File: src/rtl/if_stage.sv
// Instruction-fetch stage: PC, fetch request FSM, skid buffer and IF/ID register.
// State | meaning: IDLE reset hold / FETCH request at pc / DRAIN discard stale reply / STALL skid full, decode frozen
module if_stage #(
    parameter int WORD_LEN = 16,
    parameter int PC_LEN   = 16
) (
    input  logic                clk,
    input  logic                rst,
    input  logic                freeze,
    input  logic                br_taken,
    input  logic [PC_LEN-1:0]   br_addr,
    input  logic [WORD_LEN-1:0] imem_rdata,
    input  logic                imem_ready,
    output logic                imem_req,
    output logic [PC_LEN-1:0]   imem_addr,
    output logic [WORD_LEN-1:0] instruction_out,
    output logic [PC_LEN-1:0]   pc_out,
    output logic                valid_out
);

    typedef enum logic [1:0] {IDLE, FETCH, DRAIN, STALL} state_t;

    state_t              r_state;
    state_t              w_next_state;
    logic [PC_LEN-1:0]   r_pc;
    logic [PC_LEN-1:0]   r_drain_addr;
    logic [WORD_LEN-1:0] r_skid_instr;
    logic [PC_LEN-1:0]   r_skid_pc;
    logic                r_skid_valid;
    logic [WORD_LEN-1:0] r_instr;
    logic [PC_LEN-1:0]   r_pc_out;
    logic                r_valid;

    logic [PC_LEN-1:0]   w_pc_inc;
    logic [PC_LEN-1:0]   w_pc_next;
    logic                w_ifid_ld;
    logic [WORD_LEN-1:0] w_ifid_instr;
    logic [PC_LEN-1:0]   w_ifid_pc;
    logic                w_ifid_valid;
    logic                w_skid_ld;
    logic                w_skid_clr;
    logic                w_drain_ld;

    assign w_pc_inc = r_pc + {{(PC_LEN-1){1'b0}}, 1'b1};

    always_ff @(posedge clk or negedge rst) begin
        if (!rst) begin
            r_state <= IDLE;
        end else begin
            r_state <= w_next_state;
        end
    end

    always_comb begin
        w_next_state = r_state;
        w_pc_next    = r_pc;
        w_ifid_ld    = !freeze || br_taken;
        w_ifid_instr = '0;
        w_ifid_pc    = '0;
        w_ifid_valid = 1'b0;
        w_skid_ld    = 1'b0;
        w_skid_clr   = 1'b0;
        w_drain_ld   = 1'b0;
        case (r_state)
            IDLE: begin
                w_next_state = FETCH;
                if (br_taken) w_pc_next = br_addr;
            end
            FETCH: begin
                if (br_taken) begin
                    w_pc_next  = br_addr;
                    w_skid_clr = 1'b1;
                    if (!imem_ready) begin
                        w_next_state = DRAIN;
                        w_drain_ld   = 1'b1;
                    end
                end else if (imem_ready) begin
                    w_pc_next = w_pc_inc;
                    if (freeze) begin
                        w_skid_ld    = 1'b1;
                        w_next_state = STALL;
                    end else begin
                        w_ifid_instr = imem_rdata;
                        w_ifid_pc    = w_pc_inc;
                        w_ifid_valid = 1'b1;
                    end
                end
            end
            DRAIN: begin
                // The outstanding reply belongs to a squashed path; only the pc follows new branches.
                if (br_taken) begin
                    w_pc_next  = br_addr;
                    w_skid_clr = 1'b1;
                end
                if (imem_ready) w_next_state = FETCH;
            end
            STALL: begin
                if (br_taken) begin
                    w_pc_next    = br_addr;
                    w_skid_clr   = 1'b1;
                    w_next_state = FETCH;
                end else if (!freeze) begin
                    w_ifid_instr = r_skid_instr;
                    w_ifid_pc    = r_skid_pc;
                    w_ifid_valid = r_skid_valid;
                    w_skid_clr   = 1'b1;
                    w_next_state = FETCH;
                end
            end
            default: w_next_state = IDLE;
        endcase
    end

    always_ff @(posedge clk or negedge rst) begin
        if (!rst) begin
            r_pc         <= '0;
            r_drain_addr <= '0;
            r_skid_instr <= '0;
            r_skid_pc    <= '0;
            r_skid_valid <= 1'b0;
            r_instr      <= '0;
            r_pc_out     <= '0;
            r_valid      <= 1'b0;
        end else begin
            r_pc <= w_pc_next;
            if (w_drain_ld) r_drain_addr <= r_pc;
            if (w_skid_ld) begin
                r_skid_instr <= imem_rdata;
                r_skid_pc    <= w_pc_inc;
                r_skid_valid <= 1'b1;
            end else if (w_skid_clr) begin
                r_skid_valid <= 1'b0;
            end
            if (w_ifid_ld) begin
                r_instr  <= w_ifid_instr;
                r_pc_out <= w_ifid_pc;
                r_valid  <= w_ifid_valid;
            end
        end
    end

    assign imem_req        = (r_state == FETCH) || (r_state == DRAIN);
    assign imem_addr       = (r_state == DRAIN) ? r_drain_addr : r_pc;
    assign instruction_out = r_instr;
    assign pc_out          = r_pc_out;
    assign valid_out       = r_valid;

endmodule

File: config.mk
export PLATFORM = sky130hd
export DESIGN_NAME = if_stage
export DESIGN_NICKNAME = d
export VERILOG_FILES = /design/src/rtl/if_stage.sv
export SDC_FILE = /design/constraint.sdc
export NUM_CORES = 1
export LEC_CHECK = 0
export CAP_MARGIN = 20
export CORE_MARGIN = 3
export CORE_UTILIZATION = 52
export DETAILED_ROUTE_END_ITERATION = 6
export GPL_TIMING_DRIVEN = 0
export PLACE_DENSITY = 0.79
export SLEW_MARGIN = 25
export SYNTH_ARGS = -nofsm -noshare
export SYNTH_HDL_FRONTEND = slang
export SYNTH_SLANG_ARGS = --single-unit
File: constraint.sdc
create_clock -name clk -period 2.27 [get_ports clk]
set_clock_uncertainty 0.05 [all_clocks]
set_input_delay 0.5675 -clock clk [delete_from_list [all_inputs] [get_ports clk]]
set_output_delay 0.5675 -clock clk [all_outputs]
set_load 0.01 [all_outputs]
==> metrics.csv <==
metric;value;unit
period_minus_slack;2.283;ns
muxShareOfSynthArea;12.62;%
fin_total_pwr;6.064;mW
dpl_cell_area;5758;um2
pre_cts_ws;-0.5447;ns
drt_iter0_drc;189;
synth_ff_type;dfrtp_1;
hold_viol;0;
cp-end-kind;primary output;
core_area;8806;um2
fin_nets;559;
route.detailed.drc;1;
synthSimpleGateAreaFrac;10.21;%
synth_top_family_by_area;multiplexers;
netlist_top_cells_area;dfrtp_1, mux2_2, o21ai_0;
worst-endpoint-arrival;1.67;ns
synthAdderAreaFrac;1.584;%
synth-seq-area-share;52.78;%
grt_overflow;0;
tritoncts;yes;
syn_area_per_cell;11.59;um2
max_freq;438.0;MHz
slew_headroom;65.78;%
met3_usage;3.306;%
vdd_ir_drop_max;622.1;uV
hp-class;in -> async;
setup_viol;3;
cts_buffer_depth;2;
track_usage;21.28;%
cp.required;1.65;ns
yosysUniqueCellTypes;39;
via_per_inst;5.603;
yosys_warnings;0;
synth_compound_area_share;12.09;%
post-route-util;69.12;%
wl_per_cell;16.92;um
dp_hpwl;7.366;mm
cts.sinks;100;
grt_pass1_vias;3567;
maxCapViolations;0;
violations;design-rule violations, negative setup slack;
antenna_cells;0;
io_pins;87;
async_flop_share;100.0;%
tns;-0.01858;ns
grt_start_max_net_pins;58;
synth-edff-count;0;
rows;34;
status;finished with violations;
grt_busiest_layer;met2;
syn_nets;452;
final_cell_mix;dfrtp_1, clkdlybuf4s50_1, nand2_1, o21ai_0, mux2_2;
cts_hold_buf;0;
area_growth;28.40;%
setup_ws;-0.01319;ns
antenna_found_initial;0;
slew_viol_final;0;
critPathSlowestCell;dfrtp_1;
die_y;101.5;um
dp.cells;604;
grt_pass1_wl;17.48;mm
yosys.area.top_type;dfrtp_1;
fin_cells;629;
p_per_area;996.2;nW/um2
crit_chain;inv_2 > ha_4 > buf_4 > mux2_2 > buf_2;
drtAntennaViolNets;0;
die_w;101.5;um
wl;10.65;mm
use_met2;34.10;%
path_buf_inv;3;
numCtsBuffers;9;
path_clk_slew;0.11;ns
final_common_cell;dfrtp_1;
hold_ws;0.08953;ns
clkLatencyLatePin;0.37;ns
synthCells;409;
worstPathMaxFanout;6;
drtPass1Iterations;7;
initial_utilization;53.84;%
synth_xor_area_share;5.358;%
place_congestion;0.8284;
die_area;10300;um2
htree_levels;3;
layout-drive-gt1-share;24.57;%
vias;3524;
met1_usage;30.69;%
rsz0062_at_grt;yes;
p_leak;2.787;nW
synth_seq_cells;100;
slowest_delay;0.40;ns
synthesis.area;4741;um2
worst-slew-pin-transition;0.5132;ns
final_area;6087;um2
worstSetupStartpointType;register;
crit_family;flip-flops;
worst-setup-path-type;reg -> out;
finalCritPeriodShare;100.6;%
synth_top_area_share;52.78;%
io_buffers;86;
root_buffer;clkbuf_8;
-- report_power, final --
group	total, mW	leakage, nW	switching, mW	internal, mW
Combinational	2.26	1.42	0.977	1.28
Clock	1.11	0.0988	0.680	0.429
Sequential	2.70	1.27	0.335	2.36
Total	6.06	2.79	1.99	4.07
-- cell families after synthesis --
kind of cell / Yosys count
buf+inv: 52
flops: 100
mux: 50
compound gates: 87
simple gates: 85
xor+xnor: 29
fa+ha+maj: 6
-- layer usage --
| metal | up-vias | part of all wire [%] |
|---|---|---|
| li1 | 1656 | - |
| met1 | 1757 | 47 |
| met2 | 101 | 47 |
| met3 | 10 | 4.5 |
| met4 | 0 | 0.96 |
| met5 | - | 0 |
-- final timing paths --
check                                                     from                        endpoint  slack (ns)  cells after the start
worst min register to register  instruction_out[3]$_DFFE_PN0N_  instruction_out[3]$_DFFE_PN0N_        0.44                      2
worst min-delay path                                       rst     r_skid_instr[8]$_DFFE_PN0P_        0.09                      1
max in group asynchronous                                  rst        r_skid_pc[5]$_DFFE_PN0P_        1.46                      2
min in group clk                instruction_out[3]$_DFFE_PN0N_  instruction_out[3]$_DFFE_PN0N_        0.44                      2
worst max register to register          r_state[1]$_DFFE_PN0P_    r_skid_instr[15]$_DFFE_PN0P_        0.12                      9
worst max-delay path                    r_state[0]$_DFFE_PN0P_                    imem_addr[4]       -0.01                      5
-- timing repair --
item | 4_1_cts | 5_1_grt
endpoints found under the hold margin | 0 | 0
pin swaps | 1 | 1
cloned | 1 | 0
buffers inserted | 8 | 3
setup endpoints to repair | 17 | 16
resized for setup | 96 | 6
-- cell usage after synthesis (2+ instances only) --
cell type	count
o21ai_1	8
nand2_1	42
o21ai_0	41
nor2_1	12
ha_1	6
buf_2	14
nand2_2	2
a21oi_1	3
nor4_4	2
mux2_2	38
nand4_1	3
clkbuf_1	8
buf_6	3
inv_1	21
and2_1	3
xor2_1	12
mux2_4	10
nand4_4	2
mux2i_1	2
a221o_1	3
nor3_1	2
xnor2_1	17
buf_4	5
nor3_2	2
a22oi_1	13
a222oi_1	17
nand3_1	7
dfrtp_1	100
-- final cells by class --
cell class | count | area, um2
fill | 632 | 2719
sequential | 100 | 2502
multi-input combinational | 257 | 2041
timing repair buffer | 97 | 962.2
buffer | 30 | 181.4
tap | 108 | 135.1
clock buffer | 9 | 123.9
inverter | 21 | 78.83
clock inverter | 7 | 62.56
-- state kept, by name (all words and copies together) (netlist names) --
signal and flops:
instruction_out 16, pc_out 16, r_drain_addr 16, r_pc 16, r_skid_instr 16, r_skid_pc 16
r_state 2, r_skid_valid 1, valid_out 1
Note: power is estimated with default switching activity, not from simulation.
